--- config.mk ---
export PLATFORM = sky130hd
export DESIGN_NAME = miriscv_apb_bridge
export DESIGN_NICKNAME = d
export VERILOG_FILES = /design/src/rtl/miriscv_apb_bridge.sv
export SDC_FILE = /design/constraint.sdc
export NUM_CORES = 1
export LEC_CHECK = 0
export BUFFER_PORTS_ARGS = -buffer_cell sky130_fd_sc_hd__buf_4
export CAP_MARGIN = 20
export CORE_MARGIN = 2
export CORE_UTILIZATION = 35
export CTS_CLUSTER_DIAMETER = 30
export DETAILED_ROUTE_END_ITERATION = 10
export PLACE_DENSITY_LB_ADDON = 0.3
export SLEW_MARGIN = 5
export SYNTH_ARGS = -nofsm -noshare
export SYNTH_HDL_FRONTEND = slang
export SYNTH_SLANG_ARGS = --single-unit
export TNS_END_PERCENT = 1
--- constraint.sdc ---
create_clock -name clk_i -period 5.1 [get_ports clk_i]
set_input_delay 0.255 -clock clk_i [delete_from_list [all_inputs] [get_ports clk_i]]
set_output_delay 0.255 -clock clk_i [all_outputs]
set_load 0.01 [all_outputs]
--- src/rtl/miriscv_apb_bridge.sv ---
// miriscv_apb_bridge
// Core data-port (req/gnt/rvalid) to APB4 bridge. One request in flight at a
// time: the request is captured on grant, the slave is decoded from an address
// field, and a SETUP/ACCESS transfer is run honouring PREADY and PSLVERR.
// Completion is a single-cycle rvalid pulse for both reads and writes.
// Optional feature macro: MIRISCV_APB_TIMEOUT_EN adds an ACCESS-phase
// watchdog that ends a stuck transfer with an error after TIMEOUT_CYCLES.
`timescale 1ns/1ps
module miriscv_apb_bridge #(
  parameter int NUM_SLAVES     = 2,
  parameter int SLAVE_SEL_LSB  = 12,
  parameter int TIMEOUT_CYCLES = 255
) (
  input  logic                     clk_i,
  input  logic                     arstn_i,
  // core data port
  input  logic                     data_req_i,
  input  logic                     data_we_i,
  input  logic [3:0]               data_be_i,
  input  logic [31:0]              data_addr_i,
  input  logic [31:0]              data_wdata_i,
  output logic                     data_gnt_o,
  output logic                     data_rvalid_o,
  output logic [31:0]              data_rdata_o,
  output logic                     data_err_o,
  // APB master
  output logic [31:0]              paddr_o,
  output logic                     pwrite_o,
  output logic [31:0]              pwdata_o,
  output logic [3:0]               pstrb_o,
  output logic [NUM_SLAVES-1:0]    psel_o,
  output logic                     penable_o,
  input  logic [32*NUM_SLAVES-1:0] prdata_i,
  input  logic [NUM_SLAVES-1:0]    pready_i,
  input  logic [NUM_SLAVES-1:0]    pslverr_i
);

  localparam int SEL_W = (NUM_SLAVES > 1) ? $clog2(NUM_SLAVES) : 1;
  // one extra bit so idx values at or beyond NUM_SLAVES compare correctly
  localparam logic [SEL_W:0] NS_L = (SEL_W+1)'(NUM_SLAVES);

  // elaboration-time parameter sanity
  if (NUM_SLAVES < 1) begin : g_bad_ns
    $error("miriscv_apb_bridge: NUM_SLAVES must be >= 1");
  end
  if ((TIMEOUT_CYCLES < 1) || (TIMEOUT_CYCLES > 255)) begin : g_bad_to
    $error("miriscv_apb_bridge: TIMEOUT_CYCLES must be 1..255");
  end

  typedef enum logic [1:0] {
    IDLE   = 2'd0,
    SETUP  = 2'd1,
    ACCESS = 2'd2,
    RESP   = 2'd3
  } state_e;

  // captured core request; every APB output is driven from here
  typedef struct packed {
    logic [31:0]      addr;
    logic             we;
    logic [3:0]       be;
    logic [31:0]      wdata;
    logic [SEL_W-1:0] idx;
  } apb_req_t;

  state_e           state_q, state_d;
  apb_req_t         req_q;
  logic [31:0]      rdata_q;
  logic             err_q;

  logic [SEL_W-1:0] idx_in;
  logic             dec_err;
  logic             apb_act;
  logic [31:0]      sel_rdata;
  logic             sel_ready;
  logic             sel_err;
  logic             to_hit;

  assign idx_in  = data_addr_i[SLAVE_SEL_LSB +: SEL_W];
  assign dec_err = ({1'b0, idx_in} >= NS_L);
  assign apb_act = (state_q == SETUP) || (state_q == ACCESS);

  // pick response signals of the selected slave only; the rest are ignored
  always_comb begin
    sel_rdata = '0;
    sel_ready = 1'b0;
    sel_err   = 1'b0;
    for (int k = 0; k < NUM_SLAVES; k++) begin
      if (req_q.idx == SEL_W'(k)) begin
        sel_rdata = prdata_i[32*k +: 32];
        sel_ready = pready_i[k];
        sel_err   = pslverr_i[k];
      end
    end
  end

`ifdef MIRISCV_APB_TIMEOUT_EN
  localparam logic [7:0] TO_LIM = 8'(TIMEOUT_CYCLES);
  logic [7:0] to_cnt_q;

  // fires on the ACCESS cycle where the low-pready count reaches the limit;
  // a pready arriving on that same cycle takes priority
  assign to_hit = (state_q == ACCESS) && !sel_ready && (to_cnt_q == (TO_LIM - 8'd1));

  // count ACCESS cycles spent waiting; cleared while in SETUP (entry to ACCESS)
  always_ff @(posedge clk_i or negedge arstn_i) begin
    if (!arstn_i)                              to_cnt_q <= '0;
    else if (state_q == SETUP)                 to_cnt_q <= '0;
    else if ((state_q == ACCESS) && !sel_ready) to_cnt_q <= to_cnt_q + 8'd1;
  end
`else
  assign to_hit = 1'b0;
`endif

  // state register
  always_ff @(posedge clk_i or negedge arstn_i) begin
    if (!arstn_i) state_q <= IDLE;
    else          state_q <= state_d;
  end

  // next-state and grant
  always_comb begin
    state_d    = state_q;
    data_gnt_o = 1'b0;
    unique case (state_q)
      IDLE: begin
        if (data_req_i) begin
          data_gnt_o = 1'b1;
          state_d    = dec_err ? RESP : SETUP;
        end
      end
      SETUP:  state_d = ACCESS;
      ACCESS: if (sel_ready || to_hit) state_d = RESP;
      RESP:   state_d = IDLE;
      default: state_d = IDLE;
    endcase
  end

  // capture request on grant; capture response at end of ACCESS or on decode error
  always_ff @(posedge clk_i or negedge arstn_i) begin
    if (!arstn_i) begin
      req_q   <= '0;
      rdata_q <= '0;
      err_q   <= 1'b0;
    end else begin
      if (data_gnt_o) begin
        req_q.addr  <= data_addr_i;
        req_q.we    <= data_we_i;
        req_q.be    <= data_be_i;
        req_q.wdata <= data_wdata_i;
        req_q.idx   <= idx_in;
        if (dec_err) begin
          rdata_q <= '0;
          err_q   <= 1'b1;
        end
      end
      if (state_q == ACCESS) begin
        if (sel_ready) begin
          rdata_q <= req_q.we ? 32'h0 : sel_rdata;
          err_q   <= sel_err;
        end else if (to_hit) begin
          rdata_q <= 32'hDEAD_BEEF;
          err_q   <= 1'b1;
        end
      end
    end
  end

  // one-hot select, only during SETUP/ACCESS; drops with async reset via state_q
  for (genvar k = 0; k < NUM_SLAVES; k++) begin : g_psel
    assign psel_o[k] = apb_act && (req_q.idx == SEL_W'(k));
  end

  assign penable_o     = (state_q == ACCESS);
  assign paddr_o       = req_q.addr;
  assign pwrite_o      = req_q.we;
  assign pwdata_o      = req_q.wdata;
  assign pstrb_o       = req_q.we ? req_q.be : 4'b0000;

  assign data_rvalid_o = (state_q == RESP);
  assign data_rdata_o  = rdata_q;
  assign data_err_o    = err_q;

endmodule

# ---- Word-level counts from Yosys, hierarchy flattened
# Index checks and enable logic that the tools add are counted.
dict set report totals {
  regBits 105
  latch_bits 0
  mem_bits_rw 0
  mem_bits_ro 0
  output_inout_bits 107
  elab_cells 30
  mem_count 0
}
dict set report classes {
  addsub 0
  n_mul 0
  div 0
  magnitude_cmp 0
  n_eq_ne 5
  shifts 0
  muxes 10
  bitwise 1
  reduce_logical 6
}
# operator n
set op_table {}
lappend op_table {{$mux W32} 2}
lappend op_table {{$pmux W2 S4} 1}
lappend op_table {{$eq A2 B2 Y1 const B} 2}
lappend op_table {{$mux W1} 4}
lappend op_table {{$mux W2} 2}
lappend op_table {{$mux W4} 1}
lappend op_table {{$reduce_and A2 Y1} 2}
lappend op_table {{$eq A2 B1 Y1 const B} 1}
lappend op_table {{$logic_and A1 B1 Y1} 2}
lappend op_table {{$logic_not A2 Y1} 1}
lappend op_table {{$ne A2 B1 Y1 const B} 1}
lappend op_table {{$ne A2 B2 Y1 const B} 1}
lappend op_table {{$logic_or A1 B1 Y1} 1}
lappend op_table {{$not A1 Y1} 1}

# ---- Longest topological paths before layout
dict set report depth {
  word_depth 3
  ltp_mapped 6
  mapped_depth_nobuf 5
}

# ---- Worst setup path after synthesis
# Ideal clock, no wire load.
dict set report synth_path {
  path_type {reg2reg}
  from {register state_q[0]}
  to {register req_q (netlist bit paddr_o[10])}
  setup_time_ns 0.125
  arrival_ns 1.512
  required_time_ns 4.975
  setup_slack_ns 3.464
  stages_incl_launch_ff 7
  n_path_buf 2
  path_cell_list {dfrtp_1 > inv_1 > ha_1 > and2_1 > clkbuf_1 > buf_2 > mux2_2}
}
dict set report synth_between {
  elab_chain_len 2
}
# element line_no
set synth_lines {}
lappend synth_lines {{start, declared} 66} ;# state_e state_q, state_d;
lappend synth_lines {{start signal, assigned} 118} ;# else state_q <= state_d;
lappend synth_lines {{$logic_not A2 Y1} 125} ;# unique case (state_q)
lappend synth_lines {{$mux W1} 125}
lappend synth_lines {{via data_gnt_o} 22} ;# output logic data_gnt_o,
lappend synth_lines {{end, declared} 67} ;# apb_req_t req_q;
# The timed path passes the listed nets, and every way through them passes these cells.
# A chain may end at the register's enable or synchronous reset.

==> run summary <==
The maximum number of pins on one net before global-route repair came out at 71. The multi-input combinational cell area came out at ~1900 µm². The worst hold path passes through 2 cells.

The post-placement worst setup slack came out at approximately 2.7 ns. The number of antenna violations at the first check in global routing came out at 0. For this run, the detailed router's first-pass iteration total came to 4. The number of gates resized after cts came out at 0. The number of cells on the worst reg-to-reg path came out at 3. The kind of end point of the critical path is a flop. TritonCTS built the clock tree. The final layout contains roughly 700 nets. The final hold violation count came out at 0.

After clock tree synthesis, the clock-pin slew on the worst setup and hold paths is approximately 0.070 ns. The layout overhead on the synthesized area came out at 35.6%. The clock network latency to the later pin of the worst-skew pair is 0.35 ns. The detailed placement HPWL came out at ~8400 µm. The number of clock buffers inserted by TritonCTS is 9. Each instance of the synthesized netlist takes up on average between 10 and 15 µm². Across every metal layer, demand over resource in global routing totals between 10% and 20%.

The beginning of the worst register-to-register path is paddr_o[12]. The data arrival time of the critical path is roughly 2.6 ns. The placer congestion estimate is 0.768.

The number of max-slew violations in the final report is 0. The launch instance of the worst min-delay path is data_wdata_i[17]. The worst endpoint required time is 5.33 ns. Yosys attributes the largest share of cell area to dfrtp_1 51%, mux2_2 16%, buf_4 9.4%. The library cell used most frequently in the layout, excluding fill and tap cells, is buf_4. The critical path is of the flop to flop type. The number of H-tree branching levels came out at 3.

The transition time of the tightest slew-check pin came out at 1.01 ns. The signal on the critical path passes through mux2_4 > nand2_4 > mux2_2. The worst hold path terminates at pwdata_o[17]. The slack of the worst reg-to-reg path is approximately 2.7 ns. Setup violations remaining at the end of the flow were counted as 0. The count of standard-cell rows is between 40 and 50. The buffers inserted during post-CTS setup optimization is 0. Summing the sequential cell areas from Yosys gives between 50% and 60% of the chip area. Pin placement for this block handled between 200 and 250 I/O pins. In the routed design, unresolved DRC markers number 0. The total of buffers placed on input and output ports came out at ~250. The top cell types in the final layout, fill and taps aside, are 247 x buf_4, 103 x dfrtp_1, 72 x mux2_2. The relative max-transition margin is around 33%. The worst setup path is launched from a flop. In this run the critical register-to-register path is captured at data_rdata_o[0].

The count of placed standard cells in the final layout, fillers left out came out at around 740. The flow ran to the end, and the final reports show no timing, DRC or antenna violations. The count of unique library cells instantiated by Yosys came out at 17. The launching instance or port of the critical path is paddr_o[12].

The post-detailed-route wirelength per cell is between 10 and 15 µm. The total negative slack for setup checks is 0 ns. In this run the static leakage power is ~3.5 nW.

The worst clock skew on the final layout is 0.00577 ns. The power density over cell area is approximately 620 nW/µm². The tightest min-delay check is of the input port to flop type.

The clock drives ~100 sinks. Using the TritonRoute via totals, the vias-per-cell ratio works out to ~4.4. Cells with a size suffix above 1 make up between 60% and 70% of the layout.

The clock period minus worst slack came out at approximately 2.4 ns. VDD sags by at most around 360 µV. The die span in x came out at 125 µm.

The number of antenna-violating nets in the routed design is 0. The slowest library cell on the worst path is dfrtp_2. Setup repair after global routing left no endpoint under its margin.

The floorplan die area is roughly 16000 µm². The total grt overflow is 0. The maximum clock path buffer count came out at 2.

The floorplan die height came out at around 120 µm. Dividing the final minimum period by the clock period gives 47.3%. The largest total area in the synthesized netlist belongs to dfrtp_1.

The cell area after synthesis came out at around 5100 µm². The antenna diode instance count came out at 0. The via count of the first global-routing pass came to roughly 3500. The number of instances in the synthesized netlist came out at ~380. The first global-routing pass estimated 17700 µm of wire. The worst hold slack across all endpoints came out at 0.136 ns. After detailed placement, the design holds a cell count of about 730.

The number of inserted filler cells in the final layout is approximately 1300. Across the whole layout, storage elements account for between 2000 and 3000 µm². The total wire length is about 11000 µm. The initial utilization of the core area, before any placement, comes to between 30% and 40%. The root buffer cell chosen for the clock tree is clkbuf_16. In this run the worst path has a maximum fanout of 38. The final worst-path setup slack is approximately 2.7 ns. The number of nets in the synthesized netlist is around 520. The post-synthesis register bit count came out at between 100 and 150. The number of max-capacitance violations reported is 0. During synthesis, Yosys emitted a total of 0 warnings. The final non-filler cell area is roughly 6900 µm². Once placement finished, the instance area stood at 6580 µm². The core region is 14400 µm². After the first detailed-routing iteration, the DRC count stood at slightly below 90. The share of synthesized area in the top cell type comes to just over 50%.

The maximum cell stage delay along the critical path is 1.02 ns. Derived from the worst setup path, the maximum achievable clock frequency is 414 MHz. The overall via count from detail_route came out at about 3300.
## registers in the layout, indices dropped and copies added (netlist names)
name	flops
state_q	2
paddr_o	32
pwrite_o	1
pwdata_o	32
data_rdata_o	32
req_q	4
data_err_o	1
## stage by stage
stage	utilization, %	power [mW]
floorplan	-	3.03
global placement	45.8	3.58
detailed placement	45.8	3.64
CTS	47.8	4.32
global route	48.0	4.54
finish	48.0	4.26
## cell families after synthesis
logic type | share of synthesized area [%]
DFF | 51.1
and+or+nand+nor | 3.51
buffers and inverters | 12.0
AOI/OAI and AO/OA | 0.393
adders and majority gates | 1.23
muxes | 31.8
## per-layer routing
metal / part of all wire [%] / wire length (µm) / global-route usage (%) / vias to the layer above
li1: - / - / - / 1558
met2: 53 / 5850 / 25.1 / 127
met5: 0 / 0 / 0 / -
met3: 7.3 / 813 / 4.98 / 13
met1: 38 / 4210 / 16.3 / 1606
met4: 1.7 / 193 / 5.88 / 0
## power by group
part	internal, mW	switching, mW
logic	1.26	0.800
clock network	0.346	0.306
registers	1.25	0.304
## final cells by class
class | count | share of cell area (%)
clock buffer | 10 | 3.46
clock inverter | 6 | 0.616
inverter | 4 | 0.218
multi-input combinational | 186 | 27.2
timing repair buffer | 249 | 27.4
sequential | 104 | 37.7
tap | 184 | 3.34
## cell usage after synthesis
cell type  number
buf_2          11
nand2_4         1
inv_1           4
a31oi_1         1
clkbuf_1        4
and2_1          6
buf_6           4
mux2_4         31
dfrtp_1       104
mux2_2         72
buf_4          64
a2bb2oi_1       1
nor2_1         33
nor2b_1         1
ha_1            5
a21oi_1         1
mux2i_1        34
## worst max-delay path: cells and delay by family (launching register included)
| family | cells | cell delay (ns) |
|---|---|---|
| and+or+nand+nor | 1 | 0.46 |
| DFF | 1 | 1.02 |
| muxes | 2 | 0.79 |
## worst max-delay path by stage
| stage | end | cells past startpoint | slack, ns |
|---|---|---|---|
| 2_1_floorplan | paddr_o[10] | 6 | 3.46 |
| 3_3_place_gp | data_rdata_o[31] | 3 | 2.73 |
| 3_5_place_dp | data_rdata_o[31] | 3 | 2.67 |
| 4_1_cts | data_rdata_o[0] | 3 | 2.65 |
| 5_1_grt | data_rdata_o[0] | 3 | 2.54 |
| 6_report | data_rdata_o[0] | 3 | 2.69 |
## what timing repair did
action,in CTS,in global routing
hold endpoints to repair,48,0
hold buffers,1,0
endpoints found under the setup margin,0,0
(Power assumes the default switching activity.)
